### config.mk
export PLATFORM = sky130hd
export DESIGN_NAME = dff_bank_arbiter
export DESIGN_NICKNAME = d
export VERILOG_FILES = /design/src/rtl/dff_bank_arbiter_pkg.sv /design/src/rtl/dff_bank_arbiter_reg_sync_clear.sv /design/src/rtl/dff_bank_arbiter.sv
export SDC_FILE = /design/constraint.sdc
export NUM_CORES = 1
export LEC_CHECK = 0
export ABC_AREA = 0
export ABC_CLOCK_PERIOD_IN_PS = 4010
export BUFFER_PORTS_ARGS = -buffer_cell sky130_fd_sc_hd__buf_2
export CAP_MARGIN = 15
export CORE_MARGIN = 2
export CORE_UTILIZATION = 47
export CTS_BUF_LIST = sky130_fd_sc_hd__clkbuf_4 sky130_fd_sc_hd__clkbuf_8 sky130_fd_sc_hd__clkbuf_16
export CTS_CLUSTER_DIAMETER = 150
export DETAILED_ROUTE_END_ITERATION = 6
export PLACE_DENSITY = 0.87
export SYNTH_ARGS = -nofsm -noshare
export SYNTH_HDL_FRONTEND = slang
export SYNTH_HIERARCHICAL = 1
export SYNTH_SLANG_ARGS = --single-unit
### constraint.sdc
create_clock -name clk_i -period 4.01 [get_ports clk_i]
set_input_delay 0.802 -clock clk_i [delete_from_list [all_inputs] [get_ports clk_i]]
set_output_delay 0.802 -clock clk_i [all_outputs]
set_load 0.1 [all_outputs]
### src/rtl/dff_bank_arbiter_pkg.sv
// Shared types and defaults for the two-requester register-bank arbiter.
package dff_bank_arbiter_pkg;

  typedef enum logic [1:0] {
    IDLE   = 2'd0,
    GRANT0 = 2'd1,
    GRANT1 = 2'd2,
    CLEAR  = 2'd3
  } arb_state_e;

  localparam int DEFAULT_WIDTH   = 8;
  localparam int DEFAULT_TIMEOUT = 15;

  function automatic logic is_grant(arb_state_e s);
    return (s == GRANT0) || (s == GRANT1);
  endfunction

endpackage

### src/rtl/dff_bank_arbiter_reg_sync_clear.sv
// WIDTH-bit data register with synchronous clear (priority over load) and async active-low reset.
module reg_sync_clear #(
  parameter int WIDTH = 8
) (
  input  logic             clk_i,
  input  logic             rst_ni,
  input  logic             clr_i,
  input  logic             en_i,
  input  logic [WIDTH-1:0] d_i,
  output logic [WIDTH-1:0] q_o
);

  logic [WIDTH-1:0] data_q;

  always_ff @(posedge clk_i or negedge rst_ni) begin
    if (!rst_ni) begin
      data_q <= '0;
    end else if (clr_i) begin
      data_q <= '0;
    end else if (en_i) begin
      data_q <= d_i;
    end
  end

  assign q_o = data_q;

endmodule

### src/rtl/dff_bank_arbiter.sv
// Round-robin arbiter granting one of two writers ownership of a shared register.
// Optional grant-length limit with error pulse is enabled by defining DFF_ARB_TIMEOUT_EN.
module dff_bank_arbiter
  import dff_bank_arbiter_pkg::*;
#(
  parameter int WIDTH   = DEFAULT_WIDTH,
  parameter int TIMEOUT = DEFAULT_TIMEOUT
) (
  input  logic             clk_i,
  input  logic             rst_ni,
  input  logic             req0_i,
  input  logic             req1_i,
  input  logic [WIDTH-1:0] d0_i,
  input  logic [WIDTH-1:0] d1_i,
  input  logic             clr_req_i,
  output logic             gnt0_o,
  output logic             gnt1_o,
  output logic [WIDTH-1:0] q_o,
  output logic             busy_o,
  output logic             clr_done_o,
  output logic             err_o
);

  arb_state_e       state_q, state_d;
  logic             ptr_q, ptr_d;
  logic             load_en;
  logic [WIDTH-1:0] load_data;
  logic             at_limit;

  if (TIMEOUT < 1) begin : g_timeout_check
    $error("TIMEOUT must be at least 1");
  end

  always_ff @(posedge clk_i or negedge rst_ni) begin
    if (!rst_ni) begin
      state_q <= IDLE;
      ptr_q   <= 1'b0;
    end else begin
      state_q <= state_d;
      ptr_q   <= ptr_d;
    end
  end

  // Clear wins over everything; a release or timeout hands priority to the other side.
  always_comb begin
    state_d   = state_q;
    ptr_d     = ptr_q;
    load_en   = 1'b0;
    load_data = d0_i;
    if (clr_req_i) begin
      state_d = CLEAR;
    end else begin
      unique case (state_q)
        IDLE: begin
          if (req0_i && req1_i) state_d = ptr_q ? GRANT1 : GRANT0;
          else if (req0_i)      state_d = GRANT0;
          else if (req1_i)      state_d = GRANT1;
        end
        GRANT0: begin
          if (req0_i) begin
            load_en   = 1'b1;
            load_data = d0_i;
            if (at_limit) begin
              state_d = IDLE;
              ptr_d   = 1'b1;
            end
          end else begin
            state_d = IDLE;
            ptr_d   = 1'b1;
          end
        end
        GRANT1: begin
          if (req1_i) begin
            load_en   = 1'b1;
            load_data = d1_i;
            if (at_limit) begin
              state_d = IDLE;
              ptr_d   = 1'b0;
            end
          end else begin
            state_d = IDLE;
            ptr_d   = 1'b0;
          end
        end
        CLEAR:   state_d = IDLE;
        default: state_d = IDLE;
      endcase
    end
  end

`ifdef DFF_ARB_TIMEOUT_EN
  localparam int CNT_W = $clog2(TIMEOUT + 1);

  logic [CNT_W-1:0] cnt_q;
  logic             err_q;

  assign at_limit = is_grant(state_q) && (cnt_q == CNT_W'(TIMEOUT - 1));

  // Counter restarts on every fresh grant, so it only tracks the current tenure.
  always_ff @(posedge clk_i or negedge rst_ni) begin
    if (!rst_ni) begin
      cnt_q <= '0;
      err_q <= 1'b0;
    end else begin
      err_q <= at_limit && !clr_req_i &&
               (((state_q == GRANT0) && req0_i) || ((state_q == GRANT1) && req1_i));
      if (is_grant(state_q) && (state_d == state_q)) cnt_q <= cnt_q + 1'b1;
      else                                          cnt_q <= '0;
    end
  end

  assign err_o = err_q;
`else
  assign at_limit = 1'b0;
  assign err_o    = 1'b0;
`endif

  reg_sync_clear #(
    .WIDTH(WIDTH)
  ) u_shared_reg (
    .clk_i (clk_i),
    .rst_ni(rst_ni),
    .clr_i (clr_req_i),
    .en_i  (load_en),
    .d_i   (load_data),
    .q_o   (q_o)
  );

  assign gnt0_o     = (state_q == GRANT0);
  assign gnt1_o     = (state_q == GRANT1);
  assign busy_o     = (state_q != IDLE);
  assign clr_done_o = (state_q == CLEAR);

endmodule

==> impl_metrics.yaml, run 1 <==
routing:
  via_count: 593
  routed_wirelength_mm: 1.47
  ant_nets: 0
  drt_iter0_markers: 9
  viasPerCell: 5.25
  drc: 0
  routedWlPerCell_um: 13.0
  firstDrtPassIters: 4
die:
  io_pins: 34
  die_x_um: 42.4
  dieArea_um2: 1800
  rows: 13
  core-area_um2: 1330
  start_util_pct: 51.9
  fp.dieH_um: 42.4
finish:
  fill_cells: 109
  layout_commonest_cell: "buf_2"
  drive_gt1_share_pct: 45.9
  fin_area_um2: 886
  mostFrequentLayoutCells: "buf_2 (32), dfrtp_1 (11), mux2i_1 (9)"
  final_util_pct: 66.4
  diodes: 0
  area_growth_pct: 28.0
  nets: 126
pwr:
  p_per_area_nw_per_um2: 390
  pwr-share-clk_pct: 24.7
  leakage_nw: 0.475
  power_frac_seq_pct: 36.6
  ir_worst_vdd_uv: 264
  switchingPower_uw: 145
  power_frac_comb_pct: 38.7
  internal_power_uw: 201
  swShare_pct: 41.8
cts:
  worstSkewPairLatency_ps: 270
  postCtsSetupBuffers: 0
  cts_root_buf: "clkbuf_4"
  cts_resized: 0
  cts_tree: "built"
  clkTransAtPathRegs_ps: 70
  htreeDepth: 1
  cts_buffer_depth: 2
  numCtsBuffers: 3
  hold_buffers: 0
  cts_sinks: 11
setup_path:
  start_kind: "register"
  crit_path_top_delay_cell: "buf_2"
  cp_num_buf_inv: 2
  crit_arrival_ps: 1480
  critPathKind: "reg2out"
  worst_path_largest_cell_delay_ps: 440
  cp-end-kind: "output pin"
  worstPathRequired_ps: 3210
  critical_path.cell_chain: "inv_1 -> ha_1 -> buf_2"
  cp_top_family: "buffers and inverters"
  critical_path.max_fanout: 5
synth:
  syn_area_um2: 692
  yosys.area_share.simple_pct: 10.7
  synth_compound_area_share_pct: 6.15
  ys_seq_area_share_pct: 39.8
  synthMuxAreaShare_pct: 26.0
  synth_top_area_share_pct: 39.8
  syn_avg_cell_area_um2: 10.8
  synth_top_area_cell: "dfrtp_1"
  syn-num-nets: 91
  synth_top_family_by_area: "multiplexers"
  synth_xor_area_share_pct: 0
  yosys.area_share.adder_pct: 10.8
  synth_area_leaders: "dfrtp_1 (40%), mux2i_1 (13%), mux2_2 (13%)"
  ys_types: 19
  syn_inst: 64
  ys_ff_latch: 11
  yosysWarnings: 6
timing:
  hold_viol: 0
  clock.fmax_mhz: 439
  finalCriticalPeriod_ps: 2280
  setup_slack_ps: 1730
  min_period_over_period_pct: 56.9
  setup_viol: 0
  rsz0062_at_grt: "no"
  whs_ps: 380
  finClkSkew_ps: 3.78
  fin_setup_tns_ps: 0
  slew_viol_final: 0
placed_design:
  gp_congestion: 0.764
  dp_slack_ps: 1880
  port_buffers: 32
  hpwl_mm: 1.12
  placed_area_um2: 856
global_route:
  grt_pass1_vias: 587
  antenna_found_initial: 0
  grt_pass1_wl_mm: 2.48
  grt_max_degree: 12
  gr-total-overflow: 0
  track_usage_pct: 19.0
hold_path:
  min_path_type: "in2async"
run:
  maxCapViolCount: 0
outcome:
  outcome: "complete, no violations"
## worst paths after layout
check	slack, ps	from	depth (start not counted)	end
min in group clk_i	520	u_shared_reg/q_o[1]$_DFFE_PN0P_	2	u_shared_reg/q_o[1]$_DFFE_PN0P_
worst max register to register	2180	state_q[0]$_DFFE_PN0P_	6	u_shared_reg/q_o[4]$_DFFE_PN0P_
worst max-delay path	1730	state_q[1]$_DFFE_PN0P_	3	gnt0_o
worst min register to register	520	u_shared_reg/q_o[1]$_DFFE_PN0P_	2	u_shared_reg/q_o[1]$_DFFE_PN0P_
max in group asynchronous	3430	rst_ni	1	state_q[1]$_DFFE_PN0P_
worst min-delay path	380	rst_ni	1	u_shared_reg/q_o[6]$_DFFE_PN0P_
## power groups by stage
stage	registers [mW]	clock network, mW	logic [mW]
global route	0.128	0.0930	0.142
detailed placement	0.129	0	0.133
finish	0.127	0.0854	0.134
floorplan	0.151	0	0.0864
global placement	0.129	0	0.131
CTS	0.127	0.0878	0.134
## state kept, by name, indices dropped and copies added, names as in the netlist
| signal | cells |
|---|---|
| ptr_q | 1 |
| u_shared_reg/q_o | 8 |
| state_q | 2 |
## through the flow
step | instances | power (mW)
5_1_grt | 113 | 0.363
3_5_place_dp | 109 | 0.262
6_report | 113 | 0.346
4_1_cts | 113 | 0.349
2_1_floorplan | 64 | 0.237
3_3_place_gp | 109 | 0.260
## metal layers
metal / vias up / routed length, um / global-route usage, %
li1: 286 / - / -
met1: 283 / 578 / 20.9
met3: 4 / 92 / 5.60
met2: 20 / 780 / 32.9
met4: 0 / 21 / 9.38
met5: - / 0 / 0
## layout make-up
type                       count  area (um2)  area share (%)
multi-input combinational     45         375            42.4
sequential                    11         275            31.1
timing repair buffer          33         168            18.9
clock buffer                   4        30.0            3.39
inverter                       5        18.8            2.12
tap                           15        18.8            2.12
## cell usage after synthesis
cell type,instances
mux2i_1,9
buf_6,1
dfrtp_1,11
nor2_1,8
conb_1,1
a22oi_1,1
o311ai_0,1
buf_4,1
inv_1,5
a21boi_0,1
nand3_1,3
buf_1,1
nor3b_1,2
mux2_2,8
ha_1,6
or4b_1,1
o21ai_0,2
a22o_1,1
nand2_1,1
## kinds of logic after synthesis
kind of cell               count (synthesis)
AOI/OAI and AO/OA                          6
DFF                                       11
adders and majority gates                  6
and+or+nand+nor                           15
buffers and inverters                      8
muxes                                     17
other                                      1
No activity file was read; power rests on OpenSTA's default activity.
==> run 2, diff against run 1 <==
ABC_CLOCK_PERIOD_IN_PS = 2000   (was 4010)
CORE_UTILIZATION = 39   (was 47)
PLACE_DENSITY = 0.77   (was 0.87)
clock period = 2 ns   (was 4.01 ns; I/O delays follow)
==> run 2 against run 1 <==
Compared with the run above:
- via count fell by 1.0%
- power rose by 100%
- first-iteration DRC count fell by 89%
- critical endpoint is now busy_o
- highest routed layer unchanged
==> impl_metrics.yaml, run 2 (synthesis results as in run 1) <==
outcome:
  outcome: "complete, no violations"
die:
  die_x_um: 46.1
  dieArea_um2: 2130
  start_util_pct: 41.0
  core-area_um2: 1690
  rows: 15
  fp.dieH_um: 46.1
  io_pins: 34
pwr:
  ir_worst_vdd_uv: 265
  leakage_nw: 0.476
  swShare_pct: 41.8
  switchingPower_uw: 291
  p_total_uw: 697
  internal_power_uw: 406
  p_per_area_nw_per_um2: 771
  pwr-share-clk_pct: 24.6
  power_frac_comb_pct: 38.7
  power_frac_seq_pct: 36.8
finish:
  fill_cells: 151
  area_growth_pct: 30.6
  drive_gt1_share_pct: 47.5
  final_cells: 116
  mostFrequentLayoutCells: "buf_2 (32), dfrtp_1 (11), mux2i_1 (9)"
  largest_reg_flops: 8
  layout_commonest_cell: "buf_2"
  diodes: 0
  fin_area_um2: 903
  nets: 127
placed_design:
  placed_area_um2: 863
  gp_congestion: 0.740
  port_buffers: 32
  place_inst: 111
  hpwl_mm: 1.14
global_route:
  grt_pass1_wl_mm: 2.23
  grt_pass1_vias: 550
  antenna_found_initial: 0
  grt_max_degree: 12
  gr-total-overflow: 0
  track_usage_pct: 15.2
setup_path:
  crit_arrival_ps: 1450
  critical_path.max_fanout: 5
  worstPathRequired_ps: 1600
  start_kind: "register"
  worstReg2RegStart: "state_q[0]$_DFFE_PN0P_"
  cp-end-kind: "output pin"
  crit_path_start: "state_q[1]$_DFFE_PN0P_"
  critPathKind: "reg2out"
routing:
  viasPerCell: 5.06
  drc: 0
  firstDrtPassIters: 4
  drt_iter0_markers: 1
  via_count: 587
  routedWlPerCell_um: 12.8
  routed_wirelength_mm: 1.49
  ant_nets: 0
run:
  maxCapViolCount: 0
timing:
  setup_viol: 0
  whs_ps: 419
  clock.fmax_mhz: 541
  fin_setup_tns_ps: 0
  hold_viol: 0
  min_period_over_period_pct: 92.5
  slew_viol_final: 0
  rsz0062_at_grt: "no"
  finClkSkew_ps: 1.97
  finalCriticalPeriod_ps: 1850
cts:
  clkTransAtPathRegs_ps: 70
  cts_buffer_depth: 2
  cts_root_buf: "clkbuf_4"
  cts_tree: "built"
  cts_sinks: 11
  worstSkewPairLatency_ps: 270
  numCtsBuffers: 3
  htreeDepth: 1
  postCtsSetupBuffers: 0
hold_path:
  min_path_type: "in2reg"
  min_from: "clr_req_i"
-- run 2: cell count changes in the layout (fill, tap and decap cells not counted), sizes merged --
cell / change
dlygate4sd3: +1
-- run 2: final timing paths --
path | to | slack, ps | cells after the start
max | busy_o | 150 | 4
min in group asynchronous | u_shared_reg/q_o[5]$_DFFE_PN0P_ | 540 | 2
min reg2reg | u_shared_reg/q_o[3]$_DFFE_PN0P_ | 530 | 2
max in group asynchronous | state_q[0]$_DFFE_PN0P_ | 1260 | 2
min | u_shared_reg/q_o[2]$_DFFE_PN0P_ | 420 | 2
max reg2reg | u_shared_reg/q_o[1]$_DFFE_PN0P_ | 230 | 6
-- run 2: what timing repair did --
action                                 4_1_cts  5_1_grt
hold buffers                                 1        0
resized for setup                            0        0
endpoints found under the hold margin       11        0
setup endpoints to repair                    0        0
-- run 2: layout make-up --
class                           count  area (um2)  area share (%)
Sequential cell                    11         275            30.5
Inverter                            5        18.8            2.08
Multi-Input combinational cell     45         380            42.1
Timing Repair Buffer               34         178            19.7
Clock buffer                        4        30.0            3.32
Tap cell                           17        21.3            2.35
-- run 2: critical path, stage by stage, from the launching register on --
cell	delay, ps
dfrtp_1	420
inv_1	100
ha_1	190
inv_1	50
buf_2	410
-- run 2: per-layer routing --
layer	up-vias	part of all wire, %	global-route usage, %
li1	287	-	-
met1	278	39	17.1
met2	18	55	26.1
met3	4	3.2	2.35
met4	0	2.8	10.3
met5	-	0	0
-- run 2: stage by stage --
stage	setup slack (ps)	utilization [%]
floorplan	0.630	-
detailed placement	219	51.1
finish	150	53.5
global route	64.0	53.5
global placement	301	51.1
CTS	130	53.5
-- run 2: power by group through the flow --
stage	Clock, mW	Combinational (mW)	Sequential, mW
floorplan	0	0.176	0.302
global placement	0	0.265	0.258
detailed placement	0	0.268	0.260
CTS	0.174	0.271	0.256
global route	0.188	0.290	0.258
finish	0.171	0.269	0.256
==> run 3, diff against run 2 <==
ABC_CLOCK_PERIOD_IN_PS = 2050   (was 2000)
CORE_UTILIZATION = 44   (was 39)
PLACE_DENSITY = 0.82   (was 0.77)
clock period = 2.05 ns   (was 2 ns; I/O delays follow)
==> run 3 against run 2 <==
Compared with the run above:
- final cell count down 0.86%
- clock-buffer cell count is the same
- power is 3.2% lower
- sequential cell count stayed put
- clock skew is 1.8 ps higher
- final area shrank 0.14%
- utilization grew 7.1 points
- clock power down 5%
- global-route usage is 2.2 points higher
- critical path type unchanged
- largest cell class unchanged
==> impl_metrics.yaml, run 3 (synthesis results as in run 1) <==
routing:
  viasPerCell: 5.02
  routedWlPerCell_um: 12.6
  ant_nets: 0
  firstDrtPassIters: 4
  drc: 0
  via_count: 577
  routed_wirelength_mm: 1.44
  drt_iter0_markers: 11
finish:
  final_util_pct: 60.6
  diodes: 0
  area_growth_pct: 30.4
  mostFrequentLayoutCells: "buf_2 (32), dfrtp_1 (11), mux2i_1 (9)"
  layout_commonest_cell: "buf_2"
  largest_reg_flops: 8
  drive_gt1_share_pct: 47.5
  fin_area_um2: 902
  nets: 127
setup_path:
  critical_path.max_fanout: 4
  cp-end-kind: "output pin"
  worstPathRequired_ps: 1640
  critPathKind: "reg2out"
  r2r_cells: 6
  crit_arrival_ps: 1460
  start_kind: "register"
timing:
  finClkSkew_ps: 3.82
  slew_viol_final: 0
  clock.fmax_mhz: 535
  finalCriticalPeriod_ps: 1870
  min_period_over_period_pct: 91.2
  setup_viol: 0
  rsz0062_at_grt: "no"
  hold_viol: 0
  fin_setup_tns_ps: 0
pwr:
  leakage_nw: 0.476
  p_total_uw: 674
  ir_worst_vdd_uv: 357
  p_per_area_nw_per_um2: 747
global_route:
  antenna_found_initial: 0
  grt_max_degree: 12
  track_usage_pct: 17.4
  grt_pass1_vias: 593
  gr-total-overflow: 0
  grt_pass1_wl_mm: 2.39
cts:
  cts_tree: "built"
  htreeDepth: 1
  cts_sinks: 11
  clkTransAtPathRegs_ps: 70
  cts_root_buf: "clkbuf_4"
  cts_resized: 0
  worstSkewPairLatency_ps: 270
  numCtsBuffers: 3
  cts_buffer_depth: 2
  postCtsSetupBuffers: 0
hold_path:
  min_path_type: "in2reg"
  whs_path_depth: 2
die:
  core-area_um2: 1490
  io_pins: 34
  fp.dieH_um: 43.7
  die_x_um: 43.7
  start_util_pct: 46.5
  dieArea_um2: 1910
  rows: 14
placed_design:
  gp_congestion: 0.782
  hpwl_mm: 1.16
  port_buffers: 32
  placed_area_um2: 862
outcome:
  outcome: "complete, no violations"
run:
  maxCapViolCount: 0
==> run 3: worst max-delay path: stages (launching register included) <==
cell and delay (ps):
dfrtp_1 410, inv_1 110, ha_1 220, inv_1 50, buf_2 410
==> run 3: worst paths after layout <==
| kind | start | endpoint | slack, ps |
|---|---|---|---|
| max reg2reg | state_q[0]$_DFFE_PN0P_ | u_shared_reg/q_o[0]$_DFFE_PN0P_ | 270 |
| min in group asynchronous | rst_ni | u_shared_reg/q_o[2]$_DFFE_PN0P_ | 530 |
| max in group asynchronous | rst_ni | state_q[0]$_DFFE_PN0P_ | 1320 |
| min reg2reg | u_shared_reg/q_o[4]$_DFFE_PN0P_ | u_shared_reg/q_o[4]$_DFFE_PN0P_ | 520 |
| min | clr_req_i | u_shared_reg/q_o[5]$_DFFE_PN0P_ | 420 |
| max | state_q[0]$_DFFE_PN0P_ | busy_o | 180 |
==> run 3: per-layer routing <==
metal,routed length (um),vias to the layer above,track usage (%)
li1,-,289,-
met1,653,259,19.8
met2,678,27,30.3
met3,97,2,2.50
met4,14,0,10.9
met5,0,-,0
==> run 3: timing repair <==
action	4_1_cts	5_1_grt
hold endpoints to repair	11	0
hold buffers	1	0
setup endpoints to repair	0	0
==> run 3: layout make-up <==
type                            count  area, um2
Clock buffer                        4       30.0
Fill cell                         130        587
Inverter                            5       18.8
Multi-Input combinational cell     45        380
Sequential cell                    11        275
Tap cell                           16       20.0
Timing Repair Buffer               34        178
==> run 3: through the flow <==
step	hold WS, ps	instances	setup WS [ps]
after global placement	283	110	298
after detailed placement	293	110	243
after CTS	419	115	155
final	423	115	181
after global routing	434	115	68.2
after floorplan	114	64	50.6
==> run 3: report_power, final <==
part,leakage [nW],internal [mW],switching [mW]
Combinational,0.314,0.0715,0.192
Sequential,0.143,0.235,0.0129
Clock,0.0184,0.0885,0.0736
Total,0.476,0.395,0.279
